**config.mk**
```make
export PLATFORM = sky130hd
export DESIGN_NAME = pipe_hazard_ctrl_flat
export DESIGN_NICKNAME = d
export VERILOG_FILES = /design/src/rtl/pipe_hazard_ctrl_pkg.sv /design/src/rtl/pipe_hazard_ctrl_if.sv /design/src/rtl/pipe_hazard_ctrl_mem_wait_timer.sv /design/src/rtl/pipe_hazard_ctrl.sv /design/src/flat_wrapper.sv
export SDC_FILE = /design/constraint.sdc
export NUM_CORES = 1
export LEC_CHECK = 0
export ABC_AREA = 1
export CAP_MARGIN = 10
export CORE_ASPECT_RATIO = 0.8
export CORE_MARGIN = 3
export CORE_UTILIZATION = 40
export CTS_BUF_LIST = sky130_fd_sc_hd__clkbuf_8 sky130_fd_sc_hd__clkbuf_16
export CTS_CLUSTER_DIAMETER = 30
export CTS_CLUSTER_SIZE = 20
export DETAILED_ROUTE_END_ITERATION = 6
export GPL_TIMING_DRIVEN = 0
export HOLD_SLACK_MARGIN = 0.08
export PLACE_DENSITY = 0.65
export REMOVE_ABC_BUFFERS = 1
export SLEW_MARGIN = 10
export SYNTH_ARGS = -nofsm -noshare
export SYNTH_HDL_FRONTEND = slang
export SYNTH_HIERARCHICAL = 1
export SYNTH_SLANG_ARGS = --single-unit
```
**constraint.sdc**
```tcl
create_clock -name clk -period 2.5 [get_ports clk]
set_input_delay 0.5 -clock clk [delete_from_list [all_inputs] [get_ports clk]]
set_output_delay 0.5 -clock clk [all_outputs]
set_load 0.01 [all_outputs]
```
**src/rtl/pipe_hazard_ctrl_pkg.sv**
```systemverilog
// Shared types and constants for the pipeline hazard controller.
// State encoding is fixed so the values can be observed on a debug bus.
package pipe_ctrl_pkg;

   typedef enum logic [1:0] {
      StRun     = 2'd0,
      StMemWait = 2'd1,
      StFault   = 2'd2
   } state_e;

   localparam logic [4:0] REG_X0 = 5'd0;

   // x0 is hardwired to zero, so a write to it can never create a dependency.
   function automatic logic reg_dep(input logic [4:0] rd, input logic [4:0] rs);
      return (rd != REG_X0) && (rd == rs);
   endfunction

endpackage

```
**src/rtl/pipe_hazard_ctrl_if.sv**
```systemverilog
// Hazard-control bus between the pipeline datapath and the hazard controller.
// master = controller side, slave = datapath side.
interface pipe_hazard_ctrl_if #(
   parameter int unsigned CNT_W = 32
);
   logic [4:0]       if_id_rs1;
   logic [4:0]       if_id_rs2;
   logic             id_ex_mem_read;
   logic [4:0]       id_ex_rd;
   logic             ex_mem_mem_rd;
   logic             ex_mem_mem_wr;
   logic             ex_mem_branch;
   logic             ex_mem_zero;
   logic             dmem_ready;

   logic             pc_write;
   logic             pc_sel_branch;
   logic             if_id_write;
   logic             if_id_flush;
   logic             id_ex_write;
   logic             id_ex_flush;
   logic             ex_mem_flush;
   logic             ex_mem_hold;
   logic             mem_wb_bubble;
   logic             dmem_req;
   logic             mem_fault;
   logic [CNT_W-1:0] stall_cnt;
   logic [CNT_W-1:0] flush_cnt;

   modport master (
      input  if_id_rs1, if_id_rs2, id_ex_mem_read, id_ex_rd, ex_mem_mem_rd,
             ex_mem_mem_wr, ex_mem_branch, ex_mem_zero, dmem_ready,
      output pc_write, pc_sel_branch, if_id_write, if_id_flush, id_ex_write,
             id_ex_flush, ex_mem_flush, ex_mem_hold, mem_wb_bubble, dmem_req,
             mem_fault, stall_cnt, flush_cnt
   );

   modport slave (
      output if_id_rs1, if_id_rs2, id_ex_mem_read, id_ex_rd, ex_mem_mem_rd,
             ex_mem_mem_wr, ex_mem_branch, ex_mem_zero, dmem_ready,
      input  pc_write, pc_sel_branch, if_id_write, if_id_flush, id_ex_write,
             id_ex_flush, ex_mem_flush, ex_mem_hold, mem_wb_bubble, dmem_req,
             mem_fault, stall_cnt, flush_cnt
   );
endinterface

```
**src/rtl/pipe_hazard_ctrl_mem_wait_timer.sv**
```systemverilog
// Counts cycles spent waiting on data memory; expired flags the timeout limit.
// start loads 1, busy advances the count, anything else clears it.
module mem_wait_timer #(
   parameter int unsigned MEM_TIMEOUT = 16
) (
   input  logic clk,
   input  logic rst,
   input  logic start,
   input  logic busy,
   output logic expired
);
   localparam int unsigned TW = $clog2(MEM_TIMEOUT + 1);

   logic [TW-1:0] cnt_q, cnt_d;

   assign expired = (cnt_q == TW'(MEM_TIMEOUT));

   always_comb begin
      cnt_d = '0;
      if (start) begin
         cnt_d = TW'(1);
      end else if (busy && !expired) begin
         cnt_d = cnt_q + TW'(1);
      end
   end

   always_ff @(posedge clk) begin
      if (rst) begin
         cnt_q <= '0;
      end else begin
         cnt_q <= cnt_d;
      end
   end
endmodule

```
**src/rtl/pipe_hazard_ctrl.sv**
```systemverilog
// Pipeline hazard controller: load-use stalls, taken-branch flushes, data-memory
// wait stalls with a sticky timeout fault, plus saturating stall/flush counters.
module pipe_hazard_ctrl
   import pipe_ctrl_pkg::*;
#(
   parameter int unsigned MEM_TIMEOUT = 16,
   parameter int unsigned CNT_W       = 32
) (
   input logic               clk,
   input logic               rst,
   pipe_hazard_ctrl_if.master bus
);
   state_e           state_q, state_d;
   logic             mem_fault_q;
   logic [CNT_W-1:0] stall_cnt_q, flush_cnt_q;

   logic memop, taken, load_use, mem_stall;
   logic tmr_start, tmr_busy, tmr_expired;
   logic pc_write, pc_sel_branch, if_id_write, if_id_flush, id_ex_write;
   logic id_ex_flush, ex_mem_flush, ex_mem_hold, mem_wb_bubble, dmem_req;

   assign memop    = bus.ex_mem_mem_rd | bus.ex_mem_mem_wr;
   assign taken    = bus.ex_mem_branch & bus.ex_mem_zero;
   assign load_use = bus.id_ex_mem_read &
                     (reg_dep(bus.id_ex_rd, bus.if_id_rs1) |
                      reg_dep(bus.id_ex_rd, bus.if_id_rs2));

   // Full memory stall: a new unfinished access, an access still pending, or fault.
   always_comb begin
      unique case (state_q)
         StRun:     mem_stall = memop & ~bus.dmem_ready;
         StMemWait: mem_stall = ~bus.dmem_ready;
         default:   mem_stall = 1'b1;
      endcase
   end

   assign tmr_start = (state_q == StRun) & memop & ~bus.dmem_ready;
   assign tmr_busy  = (state_q == StMemWait) & ~bus.dmem_ready;

   mem_wait_timer #(
      .MEM_TIMEOUT(MEM_TIMEOUT)
   ) u_mem_wait_timer (
      .clk    (clk),
      .rst    (rst),
      .start  (tmr_start),
      .busy   (tmr_busy),
      .expired(tmr_expired)
   );

   always_ff @(posedge clk) begin
      if (rst) begin
         state_q <= StRun;
      end else begin
         state_q <= state_d;
      end
   end

   always_comb begin
      state_d = state_q;
      unique case (state_q)
         StRun: begin
            if (memop && !bus.dmem_ready) state_d = StMemWait;
         end
         StMemWait: begin
            if (bus.dmem_ready) begin
               state_d = StRun;
            end else if (tmr_expired) begin
               state_d = StFault;
            end
         end
         default: state_d = StFault;
      endcase
   end

   always_comb begin
      pc_write      = 1'b1;
      pc_sel_branch = 1'b0;
      if_id_write   = 1'b1;
      if_id_flush   = 1'b0;
      id_ex_write   = 1'b1;
      id_ex_flush   = 1'b0;
      ex_mem_flush  = 1'b0;
      ex_mem_hold   = 1'b0;
      mem_wb_bubble = 1'b0;
      dmem_req      = memop & (state_q != StFault);
      if (mem_stall) begin
         pc_write      = 1'b0;
         if_id_write   = 1'b0;
         id_ex_write   = 1'b0;
         ex_mem_hold   = 1'b1;
         mem_wb_bubble = 1'b1;
      end else if (taken) begin
         pc_sel_branch = 1'b1;
         if_id_flush   = 1'b1;
         id_ex_flush   = 1'b1;
         ex_mem_flush  = 1'b1;
      end else if (load_use) begin
         pc_write    = 1'b0;
         if_id_write = 1'b0;
         id_ex_flush = 1'b1;
      end
      // Reset presents a fully flushed, frozen pipeline with no memory request.
      if (rst) begin
         pc_write      = 1'b0;
         pc_sel_branch = 1'b0;
         if_id_write   = 1'b0;
         if_id_flush   = 1'b1;
         id_ex_write   = 1'b0;
         id_ex_flush   = 1'b1;
         ex_mem_flush  = 1'b1;
         ex_mem_hold   = 1'b0;
         mem_wb_bubble = 1'b1;
         dmem_req      = 1'b0;
      end
   end

   always_ff @(posedge clk) begin
      if (rst) begin
         mem_fault_q <= 1'b0;
         stall_cnt_q <= '0;
         flush_cnt_q <= '0;
      end else begin
         if (tmr_busy && tmr_expired) mem_fault_q <= 1'b1;
         if (!pc_write && (stall_cnt_q != '1)) stall_cnt_q <= stall_cnt_q + 1'b1;
         if (!mem_stall && taken && (flush_cnt_q != '1)) flush_cnt_q <= flush_cnt_q + 1'b1;
      end
   end

   assign bus.pc_write      = pc_write;
   assign bus.pc_sel_branch = pc_sel_branch;
   assign bus.if_id_write   = if_id_write;
   assign bus.if_id_flush   = if_id_flush;
   assign bus.id_ex_write   = id_ex_write;
   assign bus.id_ex_flush   = id_ex_flush;
   assign bus.ex_mem_flush  = ex_mem_flush;
   assign bus.ex_mem_hold   = ex_mem_hold;
   assign bus.mem_wb_bubble = mem_wb_bubble;
   assign bus.dmem_req      = dmem_req;
   assign bus.mem_fault     = mem_fault_q;
   assign bus.stall_cnt     = stall_cnt_q;
   assign bus.flush_cnt     = flush_cnt_q;
endmodule

```
**src/flat_wrapper.sv**
```systemverilog
// flat-port wrapper written by rule: the top's interface ports become plain ports
module pipe_hazard_ctrl_flat import pipe_ctrl_pkg::*;
#(
   parameter int unsigned MEM_TIMEOUT = 16,
   parameter int unsigned CNT_W       = 32
)
  (clk, rst, bus_if_id_rs1, bus_if_id_rs2, bus_id_ex_mem_read, bus_id_ex_rd, bus_ex_mem_mem_rd, bus_ex_mem_mem_wr, bus_ex_mem_branch, bus_ex_mem_zero, bus_dmem_ready, bus_pc_write, bus_pc_sel_branch, bus_if_id_write, bus_if_id_flush, bus_id_ex_write, bus_id_ex_flush, bus_ex_mem_flush, bus_ex_mem_hold, bus_mem_wb_bubble, bus_dmem_req, bus_mem_fault, bus_stall_cnt, bus_flush_cnt);
  pipe_hazard_ctrl_if #(.CNT_W(CNT_W)) bus_i ();
  input logic clk;
  input logic rst;
  input wire logic [$bits(bus_i.if_id_rs1)-1:0] bus_if_id_rs1;
  input wire logic [$bits(bus_i.if_id_rs2)-1:0] bus_if_id_rs2;
  input wire logic [$bits(bus_i.id_ex_mem_read)-1:0] bus_id_ex_mem_read;
  input wire logic [$bits(bus_i.id_ex_rd)-1:0] bus_id_ex_rd;
  input wire logic [$bits(bus_i.ex_mem_mem_rd)-1:0] bus_ex_mem_mem_rd;
  input wire logic [$bits(bus_i.ex_mem_mem_wr)-1:0] bus_ex_mem_mem_wr;
  input wire logic [$bits(bus_i.ex_mem_branch)-1:0] bus_ex_mem_branch;
  input wire logic [$bits(bus_i.ex_mem_zero)-1:0] bus_ex_mem_zero;
  input wire logic [$bits(bus_i.dmem_ready)-1:0] bus_dmem_ready;
  output wire logic [$bits(bus_i.pc_write)-1:0] bus_pc_write;
  output wire logic [$bits(bus_i.pc_sel_branch)-1:0] bus_pc_sel_branch;
  output wire logic [$bits(bus_i.if_id_write)-1:0] bus_if_id_write;
  output wire logic [$bits(bus_i.if_id_flush)-1:0] bus_if_id_flush;
  output wire logic [$bits(bus_i.id_ex_write)-1:0] bus_id_ex_write;
  output wire logic [$bits(bus_i.id_ex_flush)-1:0] bus_id_ex_flush;
  output wire logic [$bits(bus_i.ex_mem_flush)-1:0] bus_ex_mem_flush;
  output wire logic [$bits(bus_i.ex_mem_hold)-1:0] bus_ex_mem_hold;
  output wire logic [$bits(bus_i.mem_wb_bubble)-1:0] bus_mem_wb_bubble;
  output wire logic [$bits(bus_i.dmem_req)-1:0] bus_dmem_req;
  output wire logic [$bits(bus_i.mem_fault)-1:0] bus_mem_fault;
  output wire logic [$bits(bus_i.stall_cnt)-1:0] bus_stall_cnt;
  output wire logic [$bits(bus_i.flush_cnt)-1:0] bus_flush_cnt;
  assign bus_i.if_id_rs1 = bus_if_id_rs1;
  assign bus_i.if_id_rs2 = bus_if_id_rs2;
  assign bus_i.id_ex_mem_read = bus_id_ex_mem_read;
  assign bus_i.id_ex_rd = bus_id_ex_rd;
  assign bus_i.ex_mem_mem_rd = bus_ex_mem_mem_rd;
  assign bus_i.ex_mem_mem_wr = bus_ex_mem_mem_wr;
  assign bus_i.ex_mem_branch = bus_ex_mem_branch;
  assign bus_i.ex_mem_zero = bus_ex_mem_zero;
  assign bus_i.dmem_ready = bus_dmem_ready;
  assign bus_pc_write = bus_i.pc_write;
  assign bus_pc_sel_branch = bus_i.pc_sel_branch;
  assign bus_if_id_write = bus_i.if_id_write;
  assign bus_if_id_flush = bus_i.if_id_flush;
  assign bus_id_ex_write = bus_i.id_ex_write;
  assign bus_id_ex_flush = bus_i.id_ex_flush;
  assign bus_ex_mem_flush = bus_i.ex_mem_flush;
  assign bus_ex_mem_hold = bus_i.ex_mem_hold;
  assign bus_mem_wb_bubble = bus_i.mem_wb_bubble;
  assign bus_dmem_req = bus_i.dmem_req;
  assign bus_mem_fault = bus_i.mem_fault;
  assign bus_stall_cnt = bus_i.stall_cnt;
  assign bus_flush_cnt = bus_i.flush_cnt;
  pipe_hazard_ctrl #(.MEM_TIMEOUT(MEM_TIMEOUT), .CNT_W(CNT_W)) u_core (.clk(clk), .rst(rst), .bus(bus_i));
endmodule
```
-- Word-level counts from Yosys, hierarchy flattened
Cells that the tools add are included.
- bits in registers: 72
- bits in latches: 0
- memory bits (writable): 0
- memory bits (read-only): 0
- input bits: 23
- output and inout bits: 75
- memories: 0
- $add $sub $neg: 3
- $mul: 0
- div/mod/pow operators: 0
- order comparisons: 0
- eq/ne operators: 9
- shift operators: 0
- mux-type cells: 25
- bitwise operators: 11
- reductions and logical operators: 16
- operators by type and width (operator ; count):
    $add 32x1->32 const B ; 2
    $ne 32x32->1 const B ; 2
    $mux 1 ; 20
    $eq 5x5->1 ; 2
    $logic_and 1x1->1 ; 8
    $and 1x1->1 ; 7
    $mux 2 ; 3
    $add 5x1->5 const B ; 1
    $eq 5x5->1 const B ; 1
    $reduce_bool 5->1 ; 1
    $logic_not 1->1 ; 4
    $ne 2x2->1 const B ; 2
    $pmux 2 s2 ; 1
    $ne 3x2->1 const B ; 1
    $reduce_or 3->1 ; 1
    $eq 2x1->1 const B ; 1
    $logic_not 2->1 ; 1
    $not 1->1 ; 2
    $or 1x1->1 ; 2
    $pmux 1 s2 ; 1
    $reduce_and 2->1 ; 1

-- Depth between registers and ports, before layout
- word-level depth: 10
- gate-level depth with buffers: 14
- gate-level depth less buffers: 14

-- Modules after synthesis
Netlist, hierarchy kept.
- by module, submodules not included (module ; instances ; cells each ; area each (um^2) ; sequential area each (um^2)):
    pipe_hazard_ctrl ; 1 ; 730 ; 4408.0 ; 1341.3
    mem_wait_timer ; 1 ; 29 ; 236.5 ; 100.1

-- Least setup slack after synthesis
Ideal clock, no wire load.
- path kind: input -> output
- from: input bus_ex_mem_mem_wr
- to: output bus_pc_write
- arrival: 1.761 ns
- data required time: 2.000 ns
- path slack: 0.239 ns
- stages on the path: 9
- path buffers: 2
- cells stage by stage: nor2_1 > nor2_1 > nand2_1 > nand3_1 > nor2_1 > nand2_2 > clkbuf_1 > inv_1 > buf_4
- word-level cells in the longest chain between the ends: 5
- ends and longest elaborated chain (element ; line ; source):
    from (decl) ; flat_wrapper.sv:16 ; input wire logic [$bits(bus_i.ex_mem_mem_wr)-1:0] bus_ex_mem_mem_wr;
    $or 1x1->1 ; pipe_hazard_ctrl.sv:22 ; assign memop = bus.ex_mem_mem_rd | bus.ex_mem_mem_wr;
    $and 1x1->1 ; pipe_hazard_ctrl.sv:31 ; StRun: mem_stall = memop & ~bus.dmem_ready;
    $pmux 1 s2 ; pipe_hazard_ctrl.sv:30 ; unique case (state_q)
    $mux 1 (2 in series) ; -- ;
    to (decl) ; flat_wrapper.sv:20 ; output wire logic [$bits(bus_i.pc_write)-1:0] bus_pc_write;
Every way passes these cells.

-- Final worst setup path
- from: input bus_ex_mem_mem_rd
- to: output bus_mem_wb_bubble
- word-level cells in the longest chain between the ends: 5
- ends and longest elaborated chain (element ; line ; source):
    from (decl) ; flat_wrapper.sv:15 ; input wire logic [$bits(bus_i.ex_mem_mem_rd)-1:0] bus_ex_mem_mem_rd;
    $or 1x1->1 ; pipe_hazard_ctrl.sv:22 ;
    $and 1x1->1 ; pipe_hazard_ctrl.sv:31 ;
    $pmux 1 s2 ; pipe_hazard_ctrl.sv:30 ;
    $mux 1 ; pipe_hazard_ctrl.sv:86 ; if (mem_stall) begin
    $mux 1 ; pipe_hazard_ctrl.sv:103 ; if (rst) begin
    to (decl) ; flat_wrapper.sv:28 ; output wire logic [$bits(bus_i.mem_wb_bubble)-1:0] bus_mem_wb_bubble;
Every way passes these cells.

==> metrics.csv <==
stage;metric;value;unit
setup_path;worst stage delay on the critical path;0.42;ns
logic_synthesis;post-synth top area share;0.3103;
global_route;GR Util All Layers;0.2185;
route;DR WL/cell;14.51;um
setup_path;CP max stage cell;clkdlybuf4s50_1;
timing;minimum clock period;2.419;ns
clock_tree;H-tree Lvls;3;
clock_tree;maximum clock path buffer count;2;
logic_synthesis;Distinct cells, synth;31;
floorplanning;DIE WIDTH;126.5;um
logic_synthesis;Synth Instances;759;
logic_synthesis;share of async-settable or async-resettable flops after synthesis;0;
timing;Slew HR;0.5511;
floorplanning;IO Pins;98;
layout;area delta synth->final;32.41;%
floorplanning;Starting Density;0.4183;
route;via count;5180;
global_route;largest net degree at the start of global routing;44;
timing;worst-margin pin slew;0.6682;ns
clock_tree;Clock Latency Late Sink;0.33;ns
global_route;GRT overflow;0;
route;ANT nets after route;0;
timing;Fin. Hold Viols;0;
logic_synthesis;Main synth FF type;dfxtp_1;
route;Via-to-Cell Ratio;5.165;
setup_path;Critical Path Most Common Cell;nor2_2;
placement;Port-buffer cells;97;
layout;fillers;1105;
setup_path;Critical Path Start Type;input pin;
setup_path;crit-path leading delay family;buffers and inverters;
placement;HPWL Detailed;10.15;mm
logic_synthesis;Synth area leader;dfxtp_1;
setup_path;CP endpoint kind;output pin;
route;drt drc;0;
logic_synthesis;Mapped Area;4644;um^2
route;DRT iter0 DRCs;427;
logic_synthesis;synth cell count leaders;248 x nand2_1, 96 x nor2_1, 72 x dfxtp_1;
global_route;global-route wire length before repair;22.92;mm
run_status;status;finished, final reports clean;
pwr;Peak VDD IR;0.2910;mV
clock_tree;clk sinks;72;
floorplanning;die height;102.4;um
pwr;Pwr per Cell Area;422.3;nW/um^2
floorplanning;cell row count;34;
layout;antenna cell count;0;
placement;GP Congestion;0.8914;
timing;final clock skew;0.008699;ns
setup_path;worst-path maximum fanout;4;
timing;final setup fails;0;
clock_tree;number of buffers created by CTS;9;
route;DRT Pass-1 Iters;5;
layout;register area;1441;um^2
timing;Final WS setup;0.08062;ns
hold_path;hold crit path type;reg -> reg;
clock_tree;CTS clk-pin slew, worst paths;0.06;ns
setup_path;Arrival @ worst endpoint;1.92;ns
logic_synthesis;Avg Inst Size Synth;6.119;um^2
timing;fmax;413.3;MHz
route;overall routed net length;14.55;mm
setup_path;Worst Path Class, Setup;in -> out;
pwr;Design Power;2.597;mW
global_route;vias in the first global route;4580;
clock_tree;CTS tree;built;
layout;layout cell share with drive strength beyond 1;0.07451;
pwr;leakage;2.366;nW
logic_synthesis;sequential area share after synthesis;0.3103;
timing;Final Slew Violations;0;
logic_synthesis;Ys Warns;6;
clock_tree;Root Driver;clkbuf_16;
logic_synthesis;Yosys reg bits;72;
setup_path;sequence of cells on the critical path;clkdlybuf4s50_1 -> nor2_2 -> nor2_2 -> nand2_2 -> nand3_4 -> nor2_4 -> buf_4 -> inv_1 -> dlygate4sd2_1;
setup_path;Critical Path RT;2.00;ns
placement;setup slack at placement;-0.7760;ns
timing;final period utilization;0.9678;
layout;area of the multi-input gates;2917;um^2
global_route;initial antenna violation count;0;
layout;fin nets;882;
logic_synthesis;Post-synth EDFFs;0;
logic_synthesis;Synth area leaders;dfxtp_1 31%, nand2_1 20%, nor2_1 7.8%, nand3_1 6.7%, a21oi_1 6.5%;
logic_synthesis;most instantiated library cell after synthesis;nand2_1;
run;# Max-Cap Violations;0;
floorplanning;Core ar.;11100;um^2
floorplanning;die footprint;12950;um^2
setup_path;Critical path buffers and inverters;4;
clock_tree;CTS Hold Buffers Added;0;
state kept, by name, summed over array words and instances, names as in the netlist:
name	flops
u_core/bus.flush_cnt	32
u_core/bus.stall_cnt	32
u_core/u_mem_wait_timer/cnt_q	5
u_core/state_q	2
u_core/bus.mem_fault	1
where the power goes:
part           leakage [nW]  total [mW]  internal, mW  switching [mW]
registers             0.581        1.17          1.16          0.0130
logic                  1.65       0.278         0.111           0.167
clock network         0.132        1.15         0.661           0.488
path summary, 6_finish.rpt:
path                            cells after the start  slack, ns                     from                 endpoint
worst max-delay path                                9       0.08        bus_ex_mem_mem_rd        bus_mem_wb_bubble
worst min-delay path                                2       0.45     u_core/bus.mem_fault     u_core/bus.mem_fault
worst max register to register                      9       0.22  u_core/bus.stall_cnt[0]  u_core/bus.stall_cnt[9]
worst min register to register                      2       0.45     u_core/bus.mem_fault     u_core/bus.mem_fault
cell usage in the layout (no fill, tap or decap), drive strengths merged:
master         synthesis  layout
and3                   1       1
buf                   12      12
nor3                  26      26
clkbuf                13       9
o21ai                 11      11
dlymetal6s2s           0       7
clkinvlp               0       2
clkdlybuf4s50          0      80
a21oi                 61      61
nand2                255     257
a211oi                 1       1
o21bai                 1       1
nand4                  8       8
nor3b                  3       3
nand3                 65      66
nor2                 102     102
clkinv                 0       4
inv                   75      75
xor2                  24      24
xnor2                 14      14
dlygate4sd2            0       7
nand3b                 8       8
a21boi                 3       3
dfxtp                 72      72
clkdlybuf4s15          0       1
ha                     4       4
stage by stage:
step           area [um^2]  cells  hold WS [ns]  setup TNS (ns)  utilization
6_report              6150   1003        0.4503               0       0.5539
3_5_place_dp          5665    976        0.4433          -35.28       0.5103
2_1_floorplan         4499    734        0.4680               0            -
5_1_grt               6150   1003        0.4813       -0.007042       0.5539
3_3_place_gp          5650    975        0.4427         -119.35       0.5089
4_1_cts               6067    999        0.4527               0       0.5464
tightest hold or removal path, stage by stage (launching register included):
cell	delay [ns]
dfxtp_1	0.31
inv_1	0.05
a21oi_1	0.05
cell type report:
| type | count | share of cell area |
|---|---|---|
| tap | 144 | 0.02930 |
| clock inverter | 6 | 0.006307 |
| clock buffer | 9 | 0.03662 |
| inverter | 75 | 0.04680 |
| timing repair buffer | 107 | 0.1723 |
| sequential | 72 | 0.2344 |
| multi-input combinational | 590 | 0.4743 |
logic make-up (layout without fill, tap and decap cells):
family / count (synthesis) / in the layout / synth area share
adder cells (fa/ha/maj): 4 / 4 / 0.01078
AND/OR/NAND/NOR: 468 / 471 / 0.4289
AO/OA/AOI/OAI: 77 / 77 / 0.08648
flip-flops: 72 / 72 / 0.3103
buffers and inverters: 100 / 197 / 0.09186
XOR/XNOR: 38 / 38 / 0.07166
layer usage:
metal | part of all wire | vias up | track usage
met3 | 0.080 | 5 | 0.05016
met5 | 0 | - | 0
li1 | - | 2599 | -
met1 | 0.50 | 2391 | 0.3273
met2 | 0.41 | 185 | 0.3203
met4 | 0.0046 | 0 | 0.04452
what timing repair did:
action	4_1_cts	5_1_grt
gates resized for setup	29	18
pin swaps	3	5
cloned	2	1
setup buffers	6	3
endpoints found under the setup margin	67	65
Note: power is estimated with default switching activity, not from simulation.
